### src/rtl/tt_um_usman_serial_adder.sv
// Bit-serial adder tile: one shared 1-bit half adder, used twice per bit (HA1: a^b, HA2: s1^carry),
// sequences WIDTH operand bits and latches {carry_out, sum} on completion.
module tt_um_usman_serial_adder #(
    parameter int unsigned WIDTH = 4
) (
    input  logic [7:0] ui_in,
    output logic [7:0] uo_out,
    input  logic [7:0] uio_in,
    output logic [7:0] uio_out,
    output logic [7:0] uio_oe,
    input  logic       ena,
    input  logic       clk,
    input  logic       rst_n
);

    typedef enum logic [1:0] {StIdle, StHa1, StHa2} state_e;

    // Drops operand bits at or above WIDTH on capture.
    localparam logic [3:0] OpMask = ~(4'hF << WIDTH);

    state_e     r_state;
    state_e     w_state_next;
    logic       r_start_q;
    logic [3:0] r_a;
    logic [3:0] r_b;
    logic [3:0] r_sum;
    logic [3:0] r_idx_oh;
    logic       r_carry;
    logic       r_s1;
    logic       r_c1;
    logic [4:0] r_result;
    logic       r_done;

    logic       w_start_pulse;
    logic       w_ha_a;
    logic       w_ha_b;
    logic       w_ha_s;
    logic       w_ha_c;
    logic       w_carry_new;
    logic       w_last;
    logic [3:0] w_sum_next;
    logic [4:0] w_result_next;
    logic       w_busy;
    logic       w_phase;
    logic       w_unused;

    assign w_start_pulse = uio_in[0] & ~r_start_q;
    assign w_last        = r_idx_oh[WIDTH-1];

    // The single half adder; its inputs are the only thing that changes between phases.
    always_comb begin
        w_ha_a = 1'b0;
        w_ha_b = 1'b0;
        unique case (r_state)
            StHa1: begin
                w_ha_a = |(r_a & r_idx_oh);
                w_ha_b = |(r_b & r_idx_oh);
            end
            StHa2: begin
                w_ha_a = r_s1;
                w_ha_b = r_carry;
            end
            default: ;
        endcase
    end

    assign w_ha_s      = w_ha_a ^ w_ha_b;
    assign w_ha_c      = w_ha_a & w_ha_b;
    assign w_carry_new = r_c1 | w_ha_c;
    assign w_sum_next  = w_ha_s ? (r_sum | r_idx_oh) : r_sum;

    always_comb begin
        w_result_next             = '0;
        w_result_next[WIDTH-1:0]  = w_sum_next[WIDTH-1:0];
        w_result_next[WIDTH]      = w_carry_new;
    end

    always_comb begin
        w_state_next = r_state;
        unique case (r_state)
            StIdle:  if (w_start_pulse) w_state_next = StHa1;
            StHa1:   w_state_next = StHa2;
            StHa2:   w_state_next = w_last ? StIdle : StHa1;
            default: w_state_next = StIdle;
        endcase
    end

    always_ff @(posedge clk) begin
        if (!rst_n) begin
            r_state   <= StIdle;
            r_start_q <= 1'b0;
            r_a       <= '0;
            r_b       <= '0;
            r_sum     <= '0;
            r_idx_oh  <= '0;
            r_carry   <= 1'b0;
            r_s1      <= 1'b0;
            r_c1      <= 1'b0;
            r_result  <= '0;
            r_done    <= 1'b0;
        end else begin
            r_start_q <= uio_in[0];
            r_state   <= w_state_next;
            r_done    <= 1'b0;
            unique case (r_state)
                StIdle: begin
                    if (w_start_pulse) begin
                        r_a      <= ui_in[3:0] & OpMask;
                        r_b      <= ui_in[7:4] & OpMask;
                        r_sum    <= '0;
                        r_carry  <= 1'b0;
                        r_idx_oh <= 4'b0001;
                    end
                end
                StHa1: begin
                    r_s1 <= w_ha_s;
                    r_c1 <= w_ha_c;
                end
                StHa2: begin
                    r_carry <= w_carry_new;
                    r_sum   <= w_sum_next;
                    if (w_last) begin
                        r_result <= w_result_next;
                        r_done   <= 1'b1;
                    end else begin
                        r_idx_oh <= r_idx_oh << 1;
                    end
                end
                default: ;
            endcase
        end
    end

    assign w_busy   = (r_state != StIdle);
    assign w_phase  = (r_state == StHa2);
    assign uo_out   = {w_phase, r_done, w_busy, r_result};
    assign uio_out  = 8'h00;
    assign uio_oe   = 8'h00;
    assign w_unused = &{1'b0, ena, uio_in[7:1], ui_in};

endmodule

### config.mk
export PLATFORM = sky130hd
export DESIGN_NAME = tt_um_usman_serial_adder
export DESIGN_NICKNAME = d
export VERILOG_FILES = /design/src/rtl/tt_um_usman_serial_adder.sv
export SDC_FILE = /design/constraint.sdc
export NUM_CORES = 1
export LEC_CHECK = 0
export CELL_PAD_IN_SITES_DETAIL_PLACEMENT = 0
export CELL_PAD_IN_SITES_GLOBAL_PLACEMENT = 1
export CORE_MARGIN = 10
export CORE_UTILIZATION = 30
export DETAILED_ROUTE_END_ITERATION = 16
export HOLD_SLACK_MARGIN = 0.15
export PLACE_DENSITY_LB_ADDON = 0.05
export RECOVER_POWER = 50
export SLEW_MARGIN = 20
export SYNTH_ARGS = -nofsm -noshare
export SYNTH_HDL_FRONTEND = slang
export SYNTH_SLANG_ARGS = --single-unit
### constraint.sdc
create_clock -name clk -period 1.85 [get_ports clk]
set_clock_uncertainty 0.15 [all_clocks]
set_input_delay 0.37 -clock clk [delete_from_list [all_inputs] [get_ports clk]]
set_output_delay 0.37 -clock clk [all_outputs]
set_load 0.01 [all_outputs]
# Word level (Yosys, flattened, before mapping)
# Cells that the tools add are included.
[word_totals]
in_bits = 19
output_inout_bits = 24
elab_cells = 48
ff_bits = 28
[op_classes]
bitwise = 8
eq_ne = 4
mux = 14
n_reduce_logical = 10
[ops]
columns = ["op", "count"]
rows = [
  ["two-way mux 4 bit", 4],
  ["one-hot mux 4 bit (2 select lines)", 2],
  ["bitwise AND 4 bit", 2],
  ["AND reduction 2 bit", 4],
  ["OR reduction 4 bit", 2],
  ["one-hot mux 1 bit (2 select lines)", 3],
  ["one-hot mux 2 bit (3 select lines)", 1],
  ["inequality test 2 bit (second input constant)", 2],
  ["OR 4 bit", 1],
  ["nonzero test 2 bit", 2],
  ["two-way mux 1 bit", 3],
  ["AND reduction 3 bit", 1],
  ["bitwise AND 1 bit", 2],
  ["== test 2 x 1 -> 1 bit (second input constant)", 1],
  ["== test 2 bit (second input constant)", 1],
  ["zero test 2 bit", 1],
  ["two-way mux 2 bit", 1],
  ["inverter 1 bit", 1],
  ["OR 1 bit", 1],
  ["XOR 1 bit", 1],
]

# Longest topological paths before layout
# Gate-level depths: netlist of run 1.
[logic_depth]
ltp_word = 6
depth_mapped = 8
ltp_nobuf = 7

# Worst setup path before layout of run 1
# Ideal clock, no wire load.
[synth_timing]
path_type = "register to register"
startpoint = "reg r_state[0]"
endpoint = "reg r_sum[3]"
arrival_time_ps = 1616
setup_ps = 86
path_buffers = 1
path_slack_ps = -1
stages_incl_launch_ff = 9
synth_period_minus_slack_ps = 1851
required_ps = 1614
path_cell_list = "dfxtp_1 > inv_1 > ha_1 > buf_4 > nand3_1 > o21ai_0 > ha_1 > o21ai_4 > a211oi_1"
[synth_via]
elab_chain_cells = 5
elab_cells_between_ends = 11
cone_classes = "eq/ne (3); mux (4); bitwise (1); reduce/logical (3)"
[synth_lines]
columns = ["element", "line", "rtl"]
rows = [
  ["start, declared", "21", "state_e r_state;"],
  ["start signal, assigned", "90", "r_state <= StIdle;"],
  ["start signal, assigned", "103", "r_state <= w_state_next;"],
  ["== test 2 bit *", "-", ""],
  ["net w_phase", "44", "logic w_phase;"],
  ["one-hot mux 1 bit (2 select lines)", "54", "unique case (r_state)"],
  ["XOR 1 bit *", "67", "assign w_ha_s = w_ha_a ^ w_ha_b;"],
  ["net w_ha_s", "37", "logic w_ha_s;"],
  ["two-way mux 4 bit *", "70", "assign w_sum_next = w_ha_s ? (r_sum | r_idx_oh) : r_sum;"],
  ["one-hot mux 4 bit (2 select lines) *", "105", "unique case (r_state)"],
  ["end signal, assigned", "121", "r_sum <= w_sum_next;"],
  ["end, declared", "26", "logic [3:0] r_sum;"],
]
# The timed path passes the listed nets; every way through them passes the cells marked *.
# A chain may end at the register's enable or synchronous reset.

# Final worst setup path of run 1
[layout_timing]
startpoint = "reg r_state[0]"
endpoint = "reg r_result[0]"
[layout_via]
elab_chain_cells = 4
elab_cells_between_ends = 7
cone_classes = "eq/ne (2); mux (3); bitwise (1); reduce/logical (1)"
[layout_lines]
columns = ["element", "line", "rtl"]
rows = [
  ["== test 2 bit or == test 2 x 1 -> 1 bit (tied branches)", "54", ""],
  ["one-hot mux 1 bit (2 select lines)", "54", ""],
  ["XOR 1 bit *", "67", ""],
  ["net w_ha_s", "37", ""],
  ["two-way mux 4 bit *", "70", ""],
  ["end signal, assigned", "123", "r_result <= w_result_next;"],
  ["end, declared", "31", "logic [4:0] r_result;"],
]
# Marked as above.

==> results.py, run 1 <==
metrics = {
    "final_layout": {
        "layout-drive-gt1-share": 0.1937,
        "nNetsFinal": 216,
        "diodes": 0,
        "fin_cells": 243,
        "area_growth_pct": 27.73,
        "nFillCells": 455,
    },
    "floorplan": {
        "coreArea_um2": 4414,
        "die_y_um": 87.95,
        "dieArea_um2": 7734,
        "floorplan.initialDensity": 0.3138,
        "io_pins": 43,
        "fp.dieW_um": 87.95,
        "core.rowCount": 24,
    },
    "route": {
        "firstDrtPassIters": 4,
        "vias": 1122,
        "wl_per_cell_um": 13.88,
        "detail_route.iter0.violations": 63,
        "drcViolationCount": 0,
        "routed_via_density": 4.617,
        "wirelength_um": 3374,
        "postRouteAntennaNets": 0,
    },
    "clock_tree": {
        "cts-buffers-inserted": 3,
        "ctsHoldBuffers": 0,
        "cts_tree": "yes",
        "root_buffer": "clkbuf_8",
        "htreeDepth": 1,
        "clkLatencyLatePin_ns": 0.27,
        "cts_setup_buffers": 0,
        "cts_sinks": 28,
        "clkTransAtPathRegs_ns": 0.10,
        "clockBufferDepth": 2,
    },
    "placed_design": {
        "dpl_worst_slack_ns": -0.1471,
        "port_buffers": 18,
        "placed_cells": 239,
        "hpwl_um": 2616,
        "gp_congestion": 0.7637,
    },
    "critical_path": {
        "arrival_ns": 1.80,
        "critPathMaxStageDelay_ns": 0.36,
        "reg2reg_to": "r_result[0]",
        "crit_chain": "inv_2, ha_4, nand2_2, o21ai_2, ha_4, a21oi_1, a21oi_1",
        "worstPathRequired_ns": 1.86,
        "endpoint_kind": "flip-flop",
        "path_max_fanout": 6,
        "reg2reg_from": "r_state[0]",
        "path_class": "reg2reg",
        "cpMaxStageDelayCell": "dfxtp_1",
        "critical_path.startpoint_type": "flip-flop",
        "worstRegToRegCells": 7,
        "r2r_setup_slack_ns": 0.06,
    },
    "synth": {
        "avgSynthCellArea_um2": 8.603,
        "netlist-cell-type-count": 33,
        "yosys_warnings": 0,
        "synth_seq_cells": 28,
        "ys_seq_area_frac": 0.4047,
        "synthCells": 161,
        "syn_area_um2": 1385,
    },
    "flow_run": {
        "maxCapViolations": 0,
    },
    "global_routing": {
        "grt_pass1_wl_um": 5361,
        "grt_max_degree": 17,
        "grt_overflow": 0,
        "antenna_found_initial": 0,
        "grtUsageTotal": 0.08692,
        "grt_pass1_vias": 1166,
    },
    "timing": {
        "min_period_over_period": 0.9661,
        "hold_viol_final": 0,
        "setup_viol": 0,
        "max_freq_mhz": 559.5,
        "drv_slew": 0,
        "layout_setup_ws_ns": 0.06273,
        "fin_crit_ns": 1.787,
    },
    "hold_path": {
        "hold_path.class": "reg2reg",
        "min_to": "r_a[0]",
        "min_path_cells": 2,
        "worstHoldStart": "r_a[0]",
    },
    "pwr": {
        "power.density_nw_per_um2": 762.8,
        "peakVddDrop_mv": 0.3544,
        "p_leak_nw": 0.6776,
    },
    "status": {
        "status": "complete, no violations",
    },
}
## cell usage in the layout, fill, tap and decap left out, types with 2 or more instances in the layout
master / instances
dfxtp_1: 27
nand2_1: 20
a21oi_1: 18
conb_1: 16
buf_4: 16
clkdlybuf4s50_1: 10
o21ai_0: 8
nor2_1: 7
inv_1: 6
dlygate4sd3_1: 6
nor3_1: 4
nand3_1: 3
o21ai_2: 3
nand3b_1: 3
a211oi_2: 3
ha_4: 3
clkbuf_8: 3
a22o_1: 2
a221oi_2: 2
nor2b_1: 2
mux2i_1: 2
and2_1: 2
a211oi_1: 2
a32o_1: 2
ha_1: 2
clkbuf_1: 2
## metrics by stage
step / setup TNS (ns) / hold WS [ns] / total power [mW] / utilization / area (um2)
2_1_floorplan: 0 / 0.2860 / 0.7997 / - / 1441
3_3_place_gp: -0.6682 / 0.2976 / 0.8614 / 0.3699 / 1633
3_5_place_dp: -0.8673 / 0.2975 / 0.8636 / 0.3699 / 1633
4_1_cts: 0 / 0.3132 / 1.369 / 0.3968 / 1752
5_1_grt: -0.001764 / 0.3407 / 1.402 / 0.4008 / 1769
6_report: 0 / 0.3123 / 1.350 / 0.4008 / 1769
## worst max-delay path: cells and delay by family, from the launching register on
| kind | cells | cell delay, ns |
|---|---|---|
| AOI/OAI and AO/OA | 3 | 0.48 |
| buffers and inverters | 1 | 0.07 |
| adders and majority gates | 2 | 0.54 |
| and+or+nand+nor | 1 | 0.07 |
| DFF | 1 | 0.36 |
## power breakdown
| part | leakage [nW] | total, mW | internal (mW) | switching, mW |
|---|---|---|---|---|
| Sequential | 0.228 | 0.636 | 0.623 | 0.0130 |
| Clock | 0.0357 | 0.488 | 0.290 | 0.198 |
| Combinational | 0.414 | 0.225 | 0.101 | 0.124 |
## flip-flops by register name, indices dropped and copies added, names as in the netlist
name / count
r_result: 5
r_a: 4
r_b: 4
r_idx_oh: 4
r_sum: 4
r_state: 2
r_c1: 1
r_carry: 1
r_done: 1
r_s1: 1
r_start_q: 1
## area by class of cell
type | count | area [um2] | share of cell area
clock buffer | 3 | 41.29 | 0.02334
clock inverter | 1 | 30.03 | 0.01697
inverter | 8 | 30.03 | 0.01697
multi-input combinational | 114 | 729.5 | 0.4123
sequential | 28 | 561.8 | 0.3175
tap | 52 | 65.06 | 0.03678
timing repair buffer | 37 | 311.5 | 0.1761
## synthesized netlist by cell type
cell type  instances  share of area
o21ai_4            1          0.012
nor2_1             7          0.019
nor3_1             4          0.014
o31ai_1            1         0.0054
o21ai_2            1         0.0063
nor2b_1            2         0.0090
or4b_1             1         0.0072
buf_6              3          0.024
a32o_1             2          0.014
a21oi_1           18          0.065
nand3b_1           3          0.016
a22o_1             2          0.013
clkbuf_1           2         0.0054
a311oi_1           1         0.0063
ha_1               5          0.045
a31o_2             1         0.0063
nand2_1           21          0.057
conb_1             1         0.0027
nand2b_1           1         0.0045
and3b_1            1         0.0063
nand3_1            3          0.011
a211oi_1           5          0.027
o211ai_1           1         0.0054
inv_1              7          0.019
buf_2              1         0.0036
and2_1             2         0.0090
o21ai_0           10          0.036
clkinv_1           1         0.0027
nand4b_1           1         0.0063
dfxtp_1           28           0.40
a221oi_1           2          0.013
mux2i_1            2          0.014
buf_4             20           0.11
## routing by layer
metal | share of wire | global-route usage
met5 | 0 | 0
met4 | 0.0053 | 0.02609
met3 | 0.055 | 0.02228
met2 | 0.47 | 0.1488
met1 | 0.47 | 0.1038
## what timing repair did
item                                    4_1_cts  5_1_grt
resized for setup                            11        9
pin swaps                                     1        2
endpoints found under the setup margin       11       10
gates cloned                                  0        0
## worst max path at each step
stage | startpoint | to | cells past startpoint
final | r_state[0] | r_result[0] | 7
after global routing | r_state[0] | r_result[0] | 7
after CTS | r_state[0] | r_result[0] | 7
after detailed placement | r_b[1] | r_sum[3] | 6
after global placement | r_idx_oh[1] | r_sum[0] | 6
after floorplan | r_state[0] | r_sum[3] | 8
## cells by family (layout without fill, tap and decap cells)
logic type,Yosys count,after routing,share of synthesized area
simple gates,46,46,0.1599
compound gates,45,45,0.2096
buf+inv,34,49,0.1635
flops,28,28,0.4047
fa+ha+maj,5,5,0.04517
mux,2,2,0.01445
other cells,1,16,0.002707
Note: power is estimated with default switching activity, not from simulation.
==> run 2, diff against run 1 <==
- CTS_CLUSTER_DIAMETER: default -> 200
- PLACE_DENSITY: default -> 0.86
- PLACE_DENSITY_LB_ADDON: 0.05 -> default
==> results.py, run 2 (same netlist as run 1, synthesis figures left out) <==
metrics = {
    "status": {
        "status": "complete, no violations",
    },
    "clock_tree": {
        "clkTransAtPathRegs_ns": 0.10,
        "cts_tree": "yes",
        "clockBufferDepth": 2,
        "cts-buffers-inserted": 3,
        "clkLatencyLatePin_ns": 0.27,
        "root_buffer": "clkbuf_8",
        "ctsHoldBuffers": 0,
        "htreeDepth": 1,
        "cts_sinks": 28,
    },
    "critical_path": {
        "reg2reg_from": "r_state[0]",
        "critPathMaxStageDelay_ns": 0.33,
        "cp_top_family": "adder cells",
        "crit_buf_inv": 1,
        "arrival_ns": 1.81,
        "path_max_fanout": 6,
        "cpMaxStageDelayCell": "ha_4",
        "worstRegToRegCells": 7,
        "critical_path.startpoint_type": "flip-flop",
        "reg2reg_to": "r_sum[2]",
        "crit_chain": "buf_4, ha_1, nand2_1, o21ai_2, ha_4, o21ai_4, a211oi_2",
        "path_class": "reg2reg",
        "worstPathRequired_ns": 1.90,
        "endpoint_kind": "flip-flop",
        "r2r_setup_slack_ns": 0.09,
    },
    "pwr": {
        "p_int_mw": 1.011,
        "pwr-share-clk": 0.359,
        "p_sw_uw": 320.6,
        "power.density_nw_per_um2": 756.1,
        "switching_share": 0.2407,
        "p_comb_frac": 0.164,
        "p_leak_nw": 0.6563,
        "peakVddDrop_mv": 0.3477,
        "p_total_mw": 1.332,
        "seqPwrFrac": 0.477,
    },
    "final_layout": {
        "nNetsFinal": 214,
        "layout-drive-gt1-share": 0.2011,
        "final_common_cell": "dfxtp_1",
        "area_growth_pct": 27.19,
        "largest-register": "r_result",
        "layout_common_cells": "dfxtp_1 (28), nand2_1 (21), a21oi_1 (16), conb_1 (16), buf_4 (16)",
        "largest_register_ffs": 5,
        "nFillCells": 457,
        "design_area_um2": 1762,
        "diodes": 0,
    },
    "global_routing": {
        "grtUsageTotal": 0.07961,
        "grt_pass1_vias": 1162,
        "grt_overflow": 0,
        "grt_pass1_wl_um": 5133,
        "grt_max_degree": 17,
        "antenna_found_initial": 0,
    },
    "floorplan": {
        "core.rowCount": 24,
        "floorplan.initialDensity": 0.3138,
        "fp.dieW_um": 87.95,
        "die_y_um": 87.95,
        "dieArea_um2": 7734,
        "io_pins": 43,
        "coreArea_um2": 4414,
    },
    "route": {
        "vias": 1124,
        "wirelength_um": 3029,
        "detail_route.iter0.violations": 104,
        "routed_via_density": 4.664,
        "drcViolationCount": 0,
        "firstDrtPassIters": 4,
        "postRouteAntennaNets": 0,
        "wl_per_cell_um": 12.57,
    },
    "hold_path": {
        "worstHoldStart": "r_a[0]",
        "hold_path.class": "reg2reg",
        "min_to": "r_a[0]",
        "min_path_cells": 2,
    },
    "timing": {
        "drv_slew": 0,
        "fin_crit_ns": 1.759,
        "setup_viol": 0,
        "min_period_over_period": 0.9509,
        "hold_viol_final": 0,
        "max_freq_mhz": 568.5,
        "holdWs_ns": 0.3124,
    },
    "placed_design": {
        "hpwl_um": 2368,
        "port_buffers": 18,
        "place_area_um2": 1618,
        "gp_congestion": 0.8424,
    },
    "flow_run": {
        "maxCapViolations": 0,
    },
}
==> run 2: area by class of cell <==
class / count / area [um2] / area share
inverters: 8 / 30.03 / 0.01705
multi-input cells: 114 / 733.2 / 0.4162
repair buffers: 35 / 301.5 / 0.1712
clock buffers: 3 / 41.29 / 0.02344
flip-flops and latches: 28 / 560.5 / 0.3182
clock inverters: 1 / 30.03 / 0.01705
well taps: 52 / 65.06 / 0.03693
==> run 2: power groups by stage <==
stage	combinational [mW]	clock (mW)	sequential, mW
after floorplan	0.151	0	0.648
after global placement	0.206	0	0.648
after detailed placement	0.207	0	0.648
after CTS	0.213	0.495	0.634
after global routing	0.243	0.509	0.638
final	0.219	0.478	0.635
==> run 2: how the worst max path moves through the flow <==
stage | from | end | slack (ns) | cells past startpoint
6_report | r_state[0] | r_sum[2] | 0.09 | 7
5_1_grt | r_state[1] | r_result[0] | -0.008 | 7
4_1_cts | r_state[1] | r_idx_oh[1] | 0.01 | 6
3_5_place_dp | r_state[0] | r_sum[2] | -0.1 | 7
3_3_place_gp | r_state[0] | r_sum[1] | -0.08 | 7
2_1_floorplan | r_state[0] | r_sum[3] | 0.002 | 8
==> run 2: routing by layer <==
layer / vias up / track usage / routed length (um)
met3: 2 / 0.02971 / 203
met1: 512 / 0.09582 / 1419
li1: 579 / - / -
met4: 0 / 0.01884 / 8
met2: 31 / 0.1310 / 1398
met5: - / 0 / 0
==> run 2: worst reg2reg max path, stage by stage, from the launching register on <==
cell and delay [ns]:
dfxtp_1 0.32, buf_4 0.14, ha_1 0.22, nand2_1 0.11, o21ai_2 0.09, ha_4 0.33
o21ai_4 0.10, a211oi_2 0.23
==> run 2: repair_timing <==
action / 4_1_cts / 5_1_grt
endpoints found under the setup margin: 10 / 12
resized for setup: 8 / 12
pin swaps: 1 / 4
setup buffers: 0 / 0
==> run 2: through the flow <==
| stage | util | TNS (ns) | setup slack [ns] | instances |
|---|---|---|---|---|
| floorplan | - | 0 | 0.002315 | 176 |
| global placement | 0.3665 | -0.2347 | -0.07601 | 237 |
| detailed placement | 0.3665 | -0.3768 | -0.09957 | 237 |
| CTS | 0.3889 | 0 | 0.01155 | 241 |
| global route | 0.3991 | -0.01991 | -0.007631 | 241 |
| finish | 0.3991 | 0 | 0.09090 | 241 |
